--- src/rtl/spi_cntrl_pkg.sv ---
// Shared types and constants for the SPI mode-0 byte controller.
package spi_cntrl_pkg;

   localparam int unsigned SPI_DATA_WIDTH = 8;

   typedef enum logic [2:0] {
      StIdle,
      StSetup,
      StSclkHi,
      StSclkLo,
      StHold,
      StCsOff
   } spi_state_t;

endpackage

--- src/rtl/spi_cntrl_if.sv ---
// User-side byte handshake plus SPI pins of the controller, bundled as one interface.
interface spi_cntrl_if
   import spi_cntrl_pkg::*;
();

   logic                      start;
   logic [SPI_DATA_WIDTH-1:0] data_to_send;
   logic                      hold_cs;
   logic [SPI_DATA_WIDTH-1:0] data_received;
   logic                      busy;
   logic                      done;
   logic                      SPI_SCLK;
   logic                      SPI_MOSI;
   logic                      SPI_MISO;
   logic                      SPI_CS;

   // slave: the controller itself; master: user logic and the far-end subunit
   modport slave (
      input  start, data_to_send, hold_cs, SPI_MISO,
      output data_received, busy, done, SPI_SCLK, SPI_MOSI, SPI_CS
   );

   modport master (
      output start, data_to_send, hold_cs, SPI_MISO,
      input  data_received, busy, done, SPI_SCLK, SPI_MOSI, SPI_CS
   );

endinterface

--- src/rtl/spi_cntrl.sv ---
// SPI initiator: one MSB-first byte per start in mode 0, with hold_cs chaining bytes under one CS.
module spi_cntrl
   import spi_cntrl_pkg::*;
#(
   parameter int unsigned CLK_FREQUENCY  = 100_000_000,
   parameter int unsigned SCLK_FREQUENCY = 500_000
) (
   input logic        clk,
   input logic        rst,
   spi_cntrl_if.slave bus_io
);

   localparam int unsigned HALF = CLK_FREQUENCY / (2 * SCLK_FREQUENCY);
   localparam int unsigned CW   = (HALF < 2) ? 1 : $clog2(HALF);
   localparam logic [CW-1:0] LAST_CNT = CW'(HALF - 1);
   localparam logic [3:0]    LAST_BIT = 4'(SPI_DATA_WIDTH);
   localparam int unsigned   W        = SPI_DATA_WIDTH;

   if (HALF < 2) begin : g_half_chk
      $fatal(1, "spi_cntrl: SCLK half-period must be at least 2 clk cycles");
   end

   spi_state_t    state_q, state_d;
   logic [CW-1:0] cnt_q, cnt_d;
   logic [3:0]    bit_cnt_q, bit_cnt_d;
   logic [W-1:0]  tx_q, tx_d;
   logic [W-1:0]  rx_q, rx_d;
   logic [W-1:0]  rcv_q, rcv_d;
   logic          sclk_q, sclk_d;
   logic          mosi_q, mosi_d;
   logic          cs_q, cs_d;
   logic          done_q, done_d;
   logic          half_end;

   assign half_end = (cnt_q == LAST_CNT);

   always_ff @(posedge clk or posedge rst) begin
      if (rst) begin
         state_q   <= StIdle;
         cnt_q     <= '0;
         bit_cnt_q <= '0;
         tx_q      <= '0;
         rx_q      <= '0;
         rcv_q     <= '0;
         sclk_q    <= 1'b0;
         mosi_q    <= 1'b1;
         cs_q      <= 1'b1;
         done_q    <= 1'b0;
      end else begin
         state_q   <= state_d;
         cnt_q     <= cnt_d;
         bit_cnt_q <= bit_cnt_d;
         tx_q      <= tx_d;
         rx_q      <= rx_d;
         rcv_q     <= rcv_d;
         sclk_q    <= sclk_d;
         mosi_q    <= mosi_d;
         cs_q      <= cs_d;
         done_q    <= done_d;
      end
   end

   always_comb begin
      state_d   = state_q;
      cnt_d     = '0;
      bit_cnt_d = bit_cnt_q;
      tx_d      = tx_q;
      rx_d      = rx_q;
      rcv_d     = rcv_q;
      sclk_d    = sclk_q;
      mosi_d    = mosi_q;
      cs_d      = cs_q;
      done_d    = 1'b0;
      unique case (state_q)
         StIdle, StHold: begin
            if (bus_io.start) begin
               tx_d      = bus_io.data_to_send;
               mosi_d    = bus_io.data_to_send[W-1];
               cs_d      = 1'b0;
               bit_cnt_d = '0;
               state_d   = StSetup;
            end else if (state_q == StHold && !bus_io.hold_cs) begin
               cs_d    = 1'b1;
               mosi_d  = 1'b1;
               state_d = StCsOff;
            end
         end
         StSetup: begin
            if (half_end) begin
               sclk_d  = 1'b1;
               rx_d    = {rx_q[W-2:0], bus_io.SPI_MISO};
               state_d = StSclkHi;
            end else begin
               cnt_d = cnt_q + CW'(1);
            end
         end
         StSclkHi: begin
            if (half_end) begin
               sclk_d    = 1'b0;
               bit_cnt_d = bit_cnt_q + 4'd1;
               state_d   = StSclkLo;
               if (bit_cnt_d < LAST_BIT) begin
                  tx_d   = {tx_q[W-2:0], 1'b0};
                  mosi_d = tx_q[W-2];
               end else begin
                  // Byte ends on the last SCLK fall, so done lands 16 half-periods after CS fall.
                  done_d = 1'b1;
                  rcv_d  = rx_q;
               end
            end else begin
               cnt_d = cnt_q + CW'(1);
            end
         end
         StSclkLo: begin
            if (bit_cnt_q == LAST_BIT) begin
               bit_cnt_d = '0;
               if (bus_io.hold_cs) begin
                  state_d = StHold;
               end else begin
                  cs_d    = 1'b1;
                  mosi_d  = 1'b1;
                  state_d = StCsOff;
               end
            end else if (half_end) begin
               sclk_d  = 1'b1;
               rx_d    = {rx_q[W-2:0], bus_io.SPI_MISO};
               state_d = StSclkHi;
            end else begin
               cnt_d = cnt_q + CW'(1);
            end
         end
         StCsOff: begin
            if (half_end) begin
               state_d = StIdle;
            end else begin
               cnt_d = cnt_q + CW'(1);
            end
         end
         default: state_d = StIdle;
      endcase
   end

   always_comb begin
      bus_io.busy          = (state_q != StIdle);
      bus_io.done          = done_q;
      bus_io.data_received = rcv_q;
      bus_io.SPI_SCLK      = sclk_q;
      bus_io.SPI_MOSI      = mosi_q;
      bus_io.SPI_CS        = cs_q;
   end

endmodule

--- src/flat_wrapper.sv ---
// flat-port wrapper written by rule: the top's interface ports become plain ports
module spi_cntrl_flat import spi_cntrl_pkg::*;
#(
   parameter int unsigned CLK_FREQUENCY  = 100_000_000,
   parameter int unsigned SCLK_FREQUENCY = 500_000
)
  (clk, rst, bus_io_start, bus_io_data_to_send, bus_io_hold_cs, bus_io_SPI_MISO, bus_io_data_received, bus_io_busy, bus_io_done, bus_io_SPI_SCLK, bus_io_SPI_MOSI, bus_io_SPI_CS);
  spi_cntrl_if bus_io_i ();
  input logic clk;
  input logic rst;
  input wire logic [$bits(bus_io_i.start)-1:0] bus_io_start;
  input wire logic [$bits(bus_io_i.data_to_send)-1:0] bus_io_data_to_send;
  input wire logic [$bits(bus_io_i.hold_cs)-1:0] bus_io_hold_cs;
  input wire logic [$bits(bus_io_i.SPI_MISO)-1:0] bus_io_SPI_MISO;
  output wire logic [$bits(bus_io_i.data_received)-1:0] bus_io_data_received;
  output wire logic [$bits(bus_io_i.busy)-1:0] bus_io_busy;
  output wire logic [$bits(bus_io_i.done)-1:0] bus_io_done;
  output wire logic [$bits(bus_io_i.SPI_SCLK)-1:0] bus_io_SPI_SCLK;
  output wire logic [$bits(bus_io_i.SPI_MOSI)-1:0] bus_io_SPI_MOSI;
  output wire logic [$bits(bus_io_i.SPI_CS)-1:0] bus_io_SPI_CS;
  assign bus_io_i.start = bus_io_start;
  assign bus_io_i.data_to_send = bus_io_data_to_send;
  assign bus_io_i.hold_cs = bus_io_hold_cs;
  assign bus_io_i.SPI_MISO = bus_io_SPI_MISO;
  assign bus_io_data_received = bus_io_i.data_received;
  assign bus_io_busy = bus_io_i.busy;
  assign bus_io_done = bus_io_i.done;
  assign bus_io_SPI_SCLK = bus_io_i.SPI_SCLK;
  assign bus_io_SPI_MOSI = bus_io_i.SPI_MOSI;
  assign bus_io_SPI_CS = bus_io_i.SPI_CS;
  spi_cntrl #(.CLK_FREQUENCY(CLK_FREQUENCY), .SCLK_FREQUENCY(SCLK_FREQUENCY)) u_core (.clk(clk), .rst(rst), .bus_io(bus_io_i));
endmodule
--- config.mk ---
export PLATFORM = sky130hd
export DESIGN_NAME = spi_cntrl_flat
export DESIGN_NICKNAME = d
export VERILOG_FILES = /design/src/rtl/spi_cntrl_pkg.sv /design/src/rtl/spi_cntrl_if.sv /design/src/rtl/spi_cntrl.sv /design/src/flat_wrapper.sv
export SDC_FILE = /design/constraint.sdc
export NUM_CORES = 1
export LEC_CHECK = 0
export ABC_AREA = 1
export CAP_MARGIN = 10
export CORE_MARGIN = 10
export CORE_UTILIZATION = 55
export DETAILED_ROUTE_END_ITERATION = 7
export HOLD_SLACK_MARGIN = 0.08
export PLACE_DENSITY = 0.86
export SYNTH_ARGS = -nofsm -noshare
export SYNTH_HDL_FRONTEND = slang
export SYNTH_SLANG_ARGS = --single-unit
export TNS_END_PERCENT = 100
--- constraint.sdc ---
create_clock -name clk -period 2.91 [get_ports clk]
set_clock_uncertainty 0.1 [all_clocks]
set_input_delay 0.582 -clock clk [delete_from_list [all_inputs] [get_ports clk]]
set_output_delay 0.582 -clock clk [all_outputs]
set_load 0.02 [all_outputs]
==> results.py, run 1 <==
metrics = {
    "outcome": {
        "status": "completed",
    },
    "synthesis": {
        "syn_area_mm2": 0.002101,
        "synth-edff-count": 0,
        "synth.yosys.seq_area_share_pct": 48.96,
        "synth_area_leaders": "dfrtp_1 (46%), nand2_1 (10%), o21ai_2 (5.0%), o21ai_0 (3.8%), nor2_1 (3.4%)",
        "async_flop_share_pct": 100.0,
        "synth_area_leader_cell": "dfrtp_1",
        "synth_ff_type": "dfrtp_1",
        "yosysTopAreaCellShare_pct": 46.46,
        "syn_area_per_cell_um2": 8.939,
        "synth_common_cells": "nand2_1 (58), dfrtp_1 (39), nor2_1 (19)",
        "yosysUniqueCellTypes": 29,
        "synth_nets": 251,
        "yosysMostFrequentCell": "nand2_1",
        "syn-instance-count": 235,
        "yosys_register_bits": 41,
        "yosys_warnings": 0,
    },
    "cells_and_area": {
        "nNetsFinal": 278,
        "area_growth_pct": 18.28,
        "fillerInstances": 306,
        "multi_input_area_um2": 922.1,
        "drive_above_1_share_pct": 17.87,
        "diodes": 0,
        "regArea_mm2": 0.001028,
    },
    "pwr": {
        "comb_power_share_pct": 3.3,
        "power_density_mw_per_mm2": 465.0,
        "pwr-share-clk_pct": 47.3,
        "sw_frac_of_total_pct": 19.43,
        "switchingPower_w": 0.0002245,
        "p_int_w": 0.0009310,
        "p_leak_nw": 1.207,
        "peakVddDrop_mv": 0.3555,
        "p_seq_share_pct": 49.4,
    },
    "critical_path": {
        "path_depth": 3,
        "worstPathArrival_ns": 1.62,
        "cp_cell_sequence": "nor2_2, nand2_1, clkdlybuf4s50_1",
        "worst-r2r-cell-count": 7,
        "critPathLaunchType": "flip-flop",
        "critical_path_class": "flip-flop to primary output",
        "critPathMaxStageDelay_ns": 0.55,
        "critical_path_required_ns": 2.23,
        "slowest_stage": "clkdlybuf4s50_1",
        "cp_top_family": "buffers and inverters",
        "cp-end-kind": "primary output",
        "crit_buf_inv": 1,
        "cp_max_fo": 6,
    },
    "clocking": {
        "cts_made_buffers": 5,
        "clkTransAtPathRegs_ns": 0.08,
        "cts_hold_buffers": 0,
        "postCtsSetupRepairBufs": 0,
        "post_cts_resized": 0,
        "clk_latency_ns": 0.30,
        "cts_root_buf": "clkbuf_8",
        "clk_path_buf_depth": 2,
        "cts.sinks": 41,
        "htree_levels": 2,
        "cts_tree": "built",
    },
    "placement": {
        "hpwl_um": 3174,
        "place_ws_ns": 0.9334,
        "port_buffers": 25,
        "routabilityCongestion": 0.8687,
    },
    "run": {
        "maxCapViolCount": 0,
    },
    "drt": {
        "vias": 1651,
        "wl_um": 4351,
        "viasPerCell": 5.309,
        "ant_nets": 0,
        "drt_pass1_iterations": 4,
        "drc": 0,
        "wl_per_cell_um": 13.99,
        "drt_iter0_markers": 96,
    },
    "grt": {
        "grt.total_usage_pct": 14.19,
        "grt_pass1_wl_um": 7479,
        "grt_pass1_vias": 1653,
        "overflow": 0,
        "grt_start_max_net_pins": 42,
        "antenna_found_initial": 0,
    },
    "floorplanning": {
        "die_w_um": 81.80,
        "fp-row-count": 22,
        "core_region_area_mm2": 0.003689,
        "start_util_pct": 56.95,
        "die-area_mm2": 0.006691,
        "die_y_um": 81.80,
        "io_pins": 26,
    },
    "sta": {
        "slew-limit-headroom_pct": 65.13,
        "finalCritPeriodShare_pct": 79.21,
        "min_period_ns": 2.305,
        "fmax_mhz": 433.8,
        "setup_violations": 0,
        "finalHoldViolCount": 0,
        "worst_slack_ns": 0.6050,
        "fin_setup_tns_ns": 0,
        "slew_viol_final": 0,
        "grt_setup_unrepaired": "no",
        "whs_ns": 0.3760,
        "tightestPinTransition_ns": 0.5225,
    },
    "worst_hold_path": {
        "holdPathStages": 2,
        "min_path_type": "flip-flop to flip-flop",
    },
}
final cells by class:
class | instances | area share [%]
tap | 48 | 2.417
clock inverter | 3 | 2.618
timing repair buffer | 26 | 10.37
clock buffer | 5 | 2.769
sequential | 41 | 41.39
inverter | 22 | 3.323
multi-input combinational | 166 | 37.11
logic make-up after synthesis:
logic type	Yosys count	share of synthesized area, %
DFF	41	48.96
and+or+nand+nor	117	27.04
AOI/OAI and AO/OA	41	12.98
buffers and inverters	28	7.146
adders and majority gates	3	1.787
xor gates and xnor gates	5	2.084
placed cells by master, fill, tap and decap left out, types with 2 or more instances in the layout:
cell,instances
dfstp_2,2
ha_1,3
inv_2,4
nand4_1,3
a21oi_1,5
nand2_4,2
o21ai_1,5
nand3_1,9
or2_1,5
clkdlybuf4s50_1,25
dfrtp_1,39
nor2_2,3
nand2_1,58
nand3_2,2
o21ai_0,16
nand2_2,6
inv_1,18
nand3b_1,3
xor2_1,4
nor2_1,19
clkbuf_8,5
bufinv_16,2
o21ai_2,12
nor2_4,4
path summary, 6_finish.rpt:
kind                                        start                endpoint  slack, ns
hold reg to reg            u_core.bus_io.SPI_MOSI  u_core.bus_io.SPI_MOSI       0.38
hold / removal             u_core.bus_io.SPI_MOSI  u_core.bus_io.SPI_MOSI       0.38
setup reg to reg                  u_core.cnt_q[0]          u_core.rx_q[4]       0.96
max in group asynchronous                     rst    u_core.bus_io.SPI_CS       1.74
setup / recovery                u_core.state_q[0]             bus_io_busy       0.60
min in group asynchronous                     rst          u_core.tx_q[5]       0.61
stage by stage:
stage	area [um^2]	std cells	utilization, %	power, W
after floorplan	2101	235	-	0.0005983
after global placement	2351	303	63.74	0.0006205
after detailed placement	2351	303	63.74	0.0006210
after CTS	2485	311	67.37	0.001161
after global routing	2485	311	67.37	0.001192
final	2485	311	67.37	0.001156
power groups by stage:
stage | registers (W) | logic (W) | clock network (W)
after floorplan | 0.000583 | 0.0000152 | 0
after global placement | 0.000582 | 0.0000383 | 0
after detailed placement | 0.000582 | 0.0000389 | 0
after CTS | 0.000571 | 0.0000389 | 0.000552
after global routing | 0.000571 | 0.0000423 | 0.000578
final | 0.000571 | 0.0000379 | 0.000547
routing by layer:
| metal | GRT usage [%] | vias up | wire length, um |
|---|---|---|---|
| met2 | 25.08 | 37 | 2284 |
| li1 | - | 803 | - |
| met5 | 0 | - | 0 |
| met1 | 15.97 | 804 | 1767 |
| met4 | 5.442 | 0 | 65 |
| met3 | 3.712 | 7 | 232 |
state kept, by name (all words and copies together) (netlist names):
name                         cells
u_core.bit_cnt_q                 4
u_core.bus_io.SPI_CS             1
u_core.bus_io.SPI_MOSI           1
u_core.bus_io.SPI_SCLK           1
u_core.bus_io.data_received      8
u_core.bus_io.done               1
u_core.cnt_q                     7
u_core.rx_q                      8
u_core.state_q                   3
u_core.tx_q                      7
worst reg2reg max path: stages (launching register included):
cell,delay [ns]
dfrtp_1,0.39
ha_1,0.20
inv_1,0.06
nor2_2,0.11
nand3_2,0.29
nor2_2,0.54
nand2_1,0.13
o21ai_2,0.08
(Power assumes the default switching activity.)
==> run 2: changes to the inputs <==
--- a/config.mk
+++ b/config.mk
@@ -8,10 +8,10 @@
 export ABC_AREA = 1
 export CAP_MARGIN = 10
 export CORE_MARGIN = 10
-export CORE_UTILIZATION = 55
+export CORE_UTILIZATION = 49
 export DETAILED_ROUTE_END_ITERATION = 7
 export HOLD_SLACK_MARGIN = 0.08
-export PLACE_DENSITY = 0.86
+export PLACE_DENSITY = 0.82
 export SYNTH_ARGS = -nofsm -noshare
 export SYNTH_HDL_FRONTEND = slang
 export SYNTH_SLANG_ARGS = --single-unit
==> constraint.sdc (replaced) <==
create_clock -name clk -period 2 [get_ports clk]
set_clock_uncertainty 0.1 [all_clocks]
set_input_delay 0.4 -clock clk [delete_from_list [all_inputs] [get_ports clk]]
set_output_delay 0.4 -clock clk [all_outputs]
set_load 0.02 [all_outputs]
==> results.py, run 2 (synthesis results as in run 1) <==
metrics = {
    "sta": {
        "setup_violations": 0,
        "finalHoldViolCount": 0,
        "slew_viol_final": 0,
        "grt_setup_unrepaired": "no",
        "tightestPinTransition_ns": 0.3161,
        "fmax_mhz": 513.1,
        "min_period_ns": 1.949,
        "slew-limit-headroom_pct": 78.86,
        "fin_setup_tns_ns": 0,
        "finalCritPeriodShare_pct": 97.44,
    },
    "critical_path": {
        "worstPathArrival_ns": 1.45,
        "critical_path_required_ns": 1.50,
        "r2r_slack_ns": 0.17,
        "slowest_stage": "clkdlybuf4s50_1",
        "crit_buf_inv": 1,
        "path_depth": 1,
        "critPathMaxStageDelay_ns": 0.61,
        "cp_cell_sequence": "clkdlybuf4s50_1",
        "r2r_start": "u_core.cnt_q[0]",
        "worst-r2r-cell-count": 9,
        "cp_max_fo": 2,
        "cp_top_family": "buffers and inverters",
        "cp-end-kind": "primary output",
        "startpoint": "u_core.bus_io.SPI_CS",
        "critPathLaunchType": "flip-flop",
        "critical_path_class": "flip-flop to primary output",
    },
    "cells_and_area": {
        "nNetsFinal": 280,
        "diodes": 0,
        "layout_common_cells": "nand2_1 (58), dfrtp_1 (39), clkdlybuf4s50_1 (24)",
        "area_growth_pct": 20.07,
        "final_cells": 315,
        "final_common_cell": "nand2_1",
        "drive_above_1_share_pct": 18.49,
        "fin_util_pct": 61.73,
    },
    "clocking": {
        "cts_root_buf": "clkbuf_8",
        "clkTransAtPathRegs_ns": 0.09,
        "postCtsSetupRepairBufs": 0,
        "post_cts_resized": 1,
        "cts_tree": "built",
        "cts_made_buffers": 5,
        "cts_hold_buffers": 0,
        "clk_latency_ns": 0.30,
        "htree_levels": 2,
        "clk_path_buf_depth": 2,
        "cts.sinks": 41,
    },
    "drt": {
        "drt_iter0_markers": 120,
        "wl_per_cell_um": 13.16,
        "drc": 0,
        "viasPerCell": 4.949,
        "wl_um": 4145,
        "vias": 1559,
        "ant_nets": 0,
        "drt_pass1_iterations": 4,
    },
    "grt": {
        "grt.total_usage_pct": 12.30,
        "overflow": 0,
        "grt_pass1_wl_um": 7376,
        "grt_pass1_vias": 1544,
        "grt_start_max_net_pins": 42,
        "antenna_found_initial": 0,
    },
    "run": {
        "maxCapViolCount": 0,
    },
    "pwr": {
        "power_density_mw_per_mm2": 669.6,
        "peakVddDrop_mv": 0.7863,
        "p_leak_nw": 1.220,
    },
    "floorplanning": {
        "io_pins": 26,
        "core_region_area_mm2": 0.004086,
        "die-area_mm2": 0.007306,
        "die_y_um": 85.48,
        "fp-row-count": 23,
        "die_w_um": 85.48,
        "start_util_pct": 51.41,
    },
    "placement": {
        "hpwl_um": 3061,
        "port_buffers": 25,
        "placed_cells": 307,
        "routabilityCongestion": 0.8746,
    },
    "worst_hold_path": {
        "min_path_type": "input pin to asynchronous set/reset pin",
    },
    "outcome": {
        "status": "completed",
    },
}
-- run 2: layout make-up --
cell class,count,area [um^2]
fill,353,1564
clock inverter,3,68.82
timing repair buffer,28,284.0
tap,50,62.56
inverter,22,82.58
clock buffer,5,68.82
sequential,41,1028
multi-input combinational,166,927.1
-- run 2: routing by layer --
metal | up-vias | GRT usage [%] | routed length, um
li1 | 804 | - | -
met1 | 719 | 15.96 | 1986
met2 | 28 | 18.19 | 1892
met3 | 8 | 3.920 | 179
met4 | 0 | 5.389 | 87
met5 | - | 0 | 0
-- run 2: per-stage QoR --
| step | power, W | hold WS, ns | cell area, um^2 | worst slack [ns] |
|---|---|---|---|---|
| after floorplan | 0.0008705 | 0.3331 | 2101 | 0.4663 |
| after global placement | 0.0009061 | 0.3442 | 2381 | 0.1825 |
| after detailed placement | 0.0009074 | 0.3613 | 2381 | 0.1348 |
| after CTS | 0.001706 | 0.3543 | 2517 | 0.03235 |
| after global routing | 0.001762 | 0.3566 | 2522 | 0.002299 |
| final | 0.001689 | 0.3396 | 2522 | 0.05111 |
-- run 2: final timing paths --
check,end
max,bus_io_SPI_CS
min,u_core.bus_io.data_received[6]
max reg2reg,u_core.state_q[2]
min reg2reg,u_core.bus_io.SPI_MOSI
max in group asynchronous,u_core.bus_io.SPI_MOSI
min in group clk,u_core.bus_io.SPI_MOSI
-- run 2: power by group --
part / total (W) / switching (W) / leakage [nW] / internal [W]
Clock: 0.000799 / 0.000297 / 0.0687 / 0.000502
Sequential: 0.000831 / 0.000000713 / 0.520 / 0.000830
Combinational: 0.0000590 / 0.0000274 / 0.631 / 0.0000316
Total: 0.00169 / 0.000325 / 1.22 / 0.00136
